===== src/rtl/ara_exit_pkg.sv =====
// Shared register indices, response codes, channel states and helpers for the
// Ara exit controller.
package ara_exit_pkg;

  localparam int unsigned DATA_W = 64;
  localparam int unsigned STRB_W = DATA_W / 8;

  typedef enum logic [1:0] {
    REG_EXIT    = 2'd0,
    REG_CYCLE   = 2'd1,
    REG_WDOG    = 2'd2,
    REG_SCRATCH = 2'd3
  } reg_idx_e;

  typedef enum logic {
    W_IDLE = 1'b0,
    W_RESP = 1'b1
  } wr_state_e;

  typedef enum logic {
    R_IDLE = 1'b0,
    R_RESP = 1'b1
  } rd_state_e;

  localparam logic [1:0] RESP_OKAY   = 2'b00;
  localparam logic [1:0] RESP_SLVERR = 2'b10;

  localparam logic [DATA_W-1:0] WDOG_CODE_DEFAULT = 64'hFFFF;

  typedef struct packed {
    logic [DATA_W-1:0] data;
    logic [1:0]        resp;
  } rd_rsp_t;

  // Byte-strobed update of a register value.
  function automatic logic [DATA_W-1:0] strb_merge(input logic [DATA_W-1:0] old_q,
                                                   input logic [DATA_W-1:0] new_d,
                                                   input logic [STRB_W-1:0] strb);
    logic [DATA_W-1:0] res;
    res = old_q;
    for (int unsigned i = 0; i < STRB_W; i++) begin
      if (strb[i]) res[i*8 +: 8] = new_d[i*8 +: 8];
    end
    return res;
  endfunction

endpackage


===== src/rtl/ara_exit_wdog.sv =====
// Free-running cycle counter that freezes on exit, plus the watchdog compare.
module ara_exit_wdog
  import ara_exit_pkg::*;
(
  input  logic              clk_i,
  input  logic              rst_ni,
  input  logic              i_done,
  input  logic [DATA_W-1:0] i_wdog,
  output logic [DATA_W-1:0] o_cycle,
  output logic              o_trip_c
);

  logic [DATA_W-1:0] r_cycle;

  // The tripping cycle already counts as the exit, so the counter holds there.
  assign o_trip_c = (i_wdog != '0) && !i_done && (r_cycle == i_wdog);
  assign o_cycle  = r_cycle;

  always_ff @(posedge clk_i or negedge rst_ni) begin
    if (!rst_ni) begin
      r_cycle <= '0;
    end else if (!i_done && !o_trip_c) begin
      r_cycle <= r_cycle + DATA_W'(1);
    end
  end

endmodule


===== src/rtl/ara_exit_ctrl.sv =====
// AXI4-Lite responder terminating the tohost exit protocol, with a cycle
// counter, a watchdog that forces a failing exit, and a scratch register.
module ara_exit_ctrl
  import ara_exit_pkg::*;
#(
  parameter int unsigned       AddrWidth = 64,
  parameter logic [DATA_W-1:0] WdogCode  = WDOG_CODE_DEFAULT
) (
  input  logic                 clk_i,
  input  logic                 rst_ni,
  input  logic [AddrWidth-1:0] aw_addr_i,
  input  logic                 aw_valid_i,
  output logic                 aw_ready_o,
  input  logic [DATA_W-1:0]    w_data_i,
  input  logic [STRB_W-1:0]    w_strb_i,
  input  logic                 w_valid_i,
  output logic                 w_ready_o,
  output logic [1:0]           b_resp_o,
  output logic                 b_valid_o,
  input  logic                 b_ready_i,
  input  logic [AddrWidth-1:0] ar_addr_i,
  input  logic                 ar_valid_i,
  output logic                 ar_ready_o,
  output logic [DATA_W-1:0]    r_data_o,
  output logic [1:0]           r_resp_o,
  output logic                 r_valid_o,
  input  logic                 r_ready_i,
  output logic [DATA_W-1:0]    exit_o
);

  wr_state_e         r_wstate, w_wstate_d;
  rd_state_e         r_rstate, w_rstate_d;
  logic              w_wr_hs, w_rd_hs;
  logic [DATA_W-1:0] r_exit, r_wdog, r_scratch, w_cycle;
  logic              w_trip;
  logic [1:0]        r_bresp;
  rd_rsp_t           r_rsp, w_rsp_d;
  reg_idx_e          w_wsel, w_rsel;
  logic              w_werr, w_wr_exit, w_wr_wdog, w_wr_scratch;
  logic              w_unused;

  assign w_unused = ^{aw_addr_i[AddrWidth-1:5], ar_addr_i[AddrWidth-1:5]};

  ara_exit_wdog u_wdog (
    .clk_i    (clk_i),
    .rst_ni   (rst_ni),
    .i_done   (r_exit[0]),
    .i_wdog   (r_wdog),
    .o_cycle  (w_cycle),
    .o_trip_c (w_trip)
  );

  always_ff @(posedge clk_i or negedge rst_ni) begin
    if (!rst_ni) begin
      r_wstate <= W_IDLE;
      r_rstate <= R_IDLE;
    end else begin
      r_wstate <= w_wstate_d;
      r_rstate <= w_rstate_d;
    end
  end

  // Write channel: AW and W are only ever taken together.
  always_comb begin
    w_wstate_d = r_wstate;
    w_wr_hs    = 1'b0;
    case (r_wstate)
      W_IDLE: begin
        if (aw_valid_i && w_valid_i) begin
          w_wr_hs    = 1'b1;
          w_wstate_d = W_RESP;
        end
      end
      W_RESP:  if (b_ready_i) w_wstate_d = W_IDLE;
      default: w_wstate_d = W_IDLE;
    endcase
  end

  always_comb begin
    w_rstate_d = r_rstate;
    w_rd_hs    = 1'b0;
    case (r_rstate)
      R_IDLE: begin
        if (ar_valid_i) begin
          w_rd_hs    = 1'b1;
          w_rstate_d = R_RESP;
        end
      end
      R_RESP:  if (r_ready_i) w_rstate_d = R_IDLE;
      default: w_rstate_d = R_IDLE;
    endcase
  end

  // Ready is gated by reset so nothing handshakes while the block is held.
  assign aw_ready_o = w_wr_hs && rst_ni;
  assign w_ready_o  = w_wr_hs && rst_ni;
  assign ar_ready_o = (r_rstate == R_IDLE) && rst_ni;
  assign b_valid_o  = (r_wstate == W_RESP);
  assign b_resp_o   = r_bresp;
  assign r_valid_o  = (r_rstate == R_RESP);
  assign r_data_o   = r_rsp.data;
  assign r_resp_o   = r_rsp.resp;
  assign exit_o     = r_exit;

  always_comb begin
    w_wsel       = reg_idx_e'(aw_addr_i[4:3]);
    w_werr       = (aw_addr_i[2:0] != 3'd0) || (w_wsel == REG_CYCLE);
    w_wr_exit    = w_wr_hs && !w_werr && (w_wsel == REG_EXIT) && !r_exit[0];
    w_wr_wdog    = w_wr_hs && !w_werr && (w_wsel == REG_WDOG);
    w_wr_scratch = w_wr_hs && !w_werr && (w_wsel == REG_SCRATCH);
  end

  // Read data is a snapshot of the pre-edge register values.
  always_comb begin
    w_rsel       = reg_idx_e'(ar_addr_i[4:3]);
    w_rsp_d.data = '0;
    w_rsp_d.resp = RESP_OKAY;
    if (ar_addr_i[2:0] != 3'd0) begin
      w_rsp_d.resp = RESP_SLVERR;
    end else begin
      case (w_rsel)
        REG_EXIT:    w_rsp_d.data = r_exit;
        REG_CYCLE:   w_rsp_d.data = w_cycle;
        REG_WDOG:    w_rsp_d.data = r_wdog;
        REG_SCRATCH: w_rsp_d.data = r_scratch;
        default:     w_rsp_d.data = '0;
      endcase
    end
  end

  always_ff @(posedge clk_i or negedge rst_ni) begin
    if (!rst_ni) begin
      r_exit    <= '0;
      r_wdog    <= '0;
      r_scratch <= '0;
      r_bresp   <= RESP_OKAY;
      r_rsp     <= '0;
    end else begin
      if (w_wr_exit) begin
        r_exit <= strb_merge(r_exit, w_data_i, w_strb_i);
      end else if (w_trip) begin
        r_exit <= {WdogCode[DATA_W-2:0], 1'b1};
      end
      if (w_wr_wdog)    r_wdog    <= strb_merge(r_wdog, w_data_i, w_strb_i);
      if (w_wr_scratch) r_scratch <= strb_merge(r_scratch, w_data_i, w_strb_i);
      if (w_wr_hs)      r_bresp   <= w_werr ? RESP_SLVERR : RESP_OKAY;
      if (w_rd_hs)      r_rsp     <= w_rsp_d;
    end
  end

endmodule

===== config.mk =====
export PLATFORM = sky130hd
export DESIGN_NAME = ara_exit_ctrl
export DESIGN_NICKNAME = d
export VERILOG_FILES = /design/src/rtl/ara_exit_pkg.sv /design/src/rtl/ara_exit_wdog.sv /design/src/rtl/ara_exit_ctrl.sv
export SDC_FILE = /design/constraint.sdc
export NUM_CORES = 1
export LEC_CHECK = 0
export ABC_CLOCK_PERIOD_IN_PS = 3700
export BUFFER_PORTS_ARGS = -buffer_cell sky130_fd_sc_hd__buf_2
export CORE_MARGIN = 4
export CORE_UTILIZATION = 45
export DETAILED_ROUTE_END_ITERATION = 12
export PLACE_DENSITY = 0.74
export SYNTH_ARGS = -nofsm -noshare
export SYNTH_HDL_FRONTEND = slang
export SYNTH_HIERARCHICAL = 1
export SYNTH_SLANG_ARGS = --single-unit

===== constraint.sdc =====
create_clock -name clk_i -period 3.7 [get_ports clk_i]
set_input_delay 0.185 -clock clk_i [delete_from_list [all_inputs] [get_ports clk_i]]
set_output_delay 0.185 -clock clk_i [all_outputs]
set_load 0.01 [all_outputs]

==> results_dict.tcl <==
set metrics [dict create \
    status "finished, final reports clean" \
    ys_seq_area_share_pct 53.1 \
    initial_core_util_pct 45.6 \
    cap_viol_max_count 0 \
    firstDrtPassIters 5 \
    antenna_found_initial 2 \
    overflow 0 \
    setup_tns_ns 0 \
    drive_gt1_share_pct 35.0 \
    grt_pass1_vias 11400 \
    end_kind "register" \
    final_common_cell "dfrtp_1" \
    ctsLongestPathBuffers 3 \
    wl_met2_um 21500 \
    cp.required_ns 4.09 \
    leakage_nw 9.46 \
    critPathKind "reg2reg" \
    drc 0 \
    yosysUniqueCellTypes 45 \
    critPathMaxFanout 8 \
    port_buffers 223 \
    grt_max_degree 102 \
    wirelength_um 45500 \
    pin_count 344 \
    core_um2 33400 \
    dpl_worst_slack_ns 0.586 \
    track_usage_pct 24.6 \
    ff2ff_path_depth 9 \
    wl_met3_um 2760 \
    dpl.hpwl_um 32700 \
    fillers 2728 \
    setup_slack_ns 0.525 \
    synth_seq_cells 324 \
    drv_slew 0 \
    yosys.area.top_type_share_pct 53.1 \
    critPathLaunch "r_wdog[3]" \
    finalCritPeriodShare_pct 85.8 \
    seqCellArea_um2 8110 \
    power_density_nw_per_um2 437 \
    max_freq_mhz 315 \
    synth_flop_cell "dfrtp_1" \
    antenna_left 0 \
    rsz0062_at_grt "no" \
    h-tree-depth 2 \
    finalCriticalPeriod_ns 3.17 \
    whs_endpoint "b_resp_o[1]" \
    area_delta_synth_final_pct 23.9 \
    worstHoldStart "w_valid_i" \
    routed.top_layer "met5" \
    routedWlPerCell_um 23.7 \
    finalClockSkew_ns 0.0243 \
    row_count 67 \
    final_nets 1649 \
    place_area_um2 17000 \
    synth_edf_count 0 \
    netlist_area_um2 15300 \
    avgSynthCellArea_um2 13.5 \
    startpoint_type "register" \
    ctsResizeCount 0 \
    vias_per_cell 5.92 \
    cts_buffers 35 \
    routabilityCongestion 0.986 \
    die_w_um 192 \
    final-hold-violation-count 0 \
    critPathArrivalTime_ns 3.56 \
    syn_inst 1134 \
    cts_tree "done" \
    yosys.area.top_type "dfrtp_1" \
    setup_violations 0 \
    met1_length_um 20200 \
    path_clk_slew_ns 0.06 \
    grt_pass1_wl_um 70000 \
    r2r-end "exit_o[4]" \
    final_cell_mix "324 x dfrtp_1, 221 x buf_2, 128 x mux2_2" \
    hold_class "in2reg" \
    synthTopCellsByArea "dfrtp_1 53%, mux2_2 9.4%, mux4_2 9.4%, a22o_1 6.4%, xor2_1 5.1%" \
    multi_input_area_um2 6880 \
    root_buffer "clkbuf_16" \
    drtIter0Drc 831 \
    die-height_um 192 \
    dieArea_um2 36900 \
    rr_startpoint "r_wdog[3]" \
    ir_worst_vdd_v 0.000309 \
    cts_sinks 324 \
    clk_latency_ns 0.52 \
    hold_depth 4 \
    rrSetupSlack_ns 0.53 \
    async_reset_ff_share_pct 100 \
    relSlewSlack_pct 27.2 \
    vias 11300 \
    worst_slew_pin_slew_ns 1.09 \
    yosys_warnings 6 \
    design_area_um2 18900 \
]
worst max path at each step:
stage / end / depth (start not counted)
2_1_floorplan: u_wdog/o_cycle[1] / 9
3_3_place_gp: exit_o[51] / 10
3_5_place_dp: exit_o[49] / 10
4_1_cts: exit_o[49] / 10
5_1_grt: exit_o[49] / 10
6_report: exit_o[4] / 9
cell families (layout without fill, tap and decap cells):
logic type	Yosys count	count (layout)	share of synthesized area, %
adders and majority gates	1	1	0.0820
buffers and inverters	67	396	1.92
AOI/OAI and AO/OA	150	150	8.55
xor gates and xnor gates	114	114	6.55
and+or+nand+nor	284	284	10.8
DFF	324	324	53.1
other	1	4	0.0246
muxes	193	193	19.0
per-layer routing:
metal	global-route usage, %	up-vias
met5	0	-
met4	5.54	4
met3	3.96	65
met2	39.0	398
met1	36.1	5911
li1	-	4962
repair_timing:
action                                 4_1_cts  5_1_grt
hold buffers                                67        0
setup buffers                                0        0
endpoints found under the hold margin      281        0
sequential cells by signal, indices dropped and copies added (netlist names):
signal,cells
exit_o,64
r_data_o,64
r_scratch,64
r_wdog,64
u_wdog/o_cycle,64
b_resp_o,1
b_valid_o,1
r_resp_o,1
r_valid_o,1
synth_stat cells, types with 12 or more instances:
cell / n
clkbuf_1: 24
mux4_2: 64
nor2b_1: 25
xor2_1: 88
xnor2_1: 26
and2_1: 12
nand4_1: 25
and3_1: 15
o22a_1: 16
dfrtp_1: 324
buf_1: 15
nor2_1: 16
nor4_1: 60
nand3_1: 22
nor3_1: 24
a22o_1: 111
inv_1: 15
nand2_1: 50
mux2_2: 128
through the flow:
stage	hold slack, ns	cells	power [mW]	utilization, %
final	0.0665	1914	8.26	56.5
after global routing	0.116	1912	8.55	56.5
after CTS	0.0577	1912	8.31	56.5
after detailed placement	0.262	1785	4.54	50.8
after floorplan	-0.111	1135	4.19	-
after global placement	0.239	1785	4.53	50.8
final cells by class:
type | count | area share (%)
Antenna cell | 2 | 0.0265
Clock buffer | 50 | 5.36
Clock inverter | 10 | 1.14
Inverter | 15 | 0.298
Multi-Input combinational cell | 744 | 36.4
Sequential cell | 324 | 42.9
Tap cell | 448 | 2.97
Timing Repair Buffer | 321 | 10.9
report_power, final:
group / switching, mW / internal [mW] / total [mW]
Clock: 1.40 / 2.33 / 3.73
Combinational: 0.408 / 0.353 / 0.761
Sequential: 0.114 / 3.66 / 3.77
Total: 1.92 / 6.34 / 8.26
critical path, stage by stage, from the launching register on:
cell     delay, ns
dfrtp_1       0.47
nor4_1        0.66
nand4_1       0.15
nor4_1        0.40
nor3_1        0.13
and2_1        0.27
inv_1         0.13
o41ai_4       0.23
o21a_1        0.33
o22a_1        0.27
Note: power is estimated with default switching activity, not from simulation.
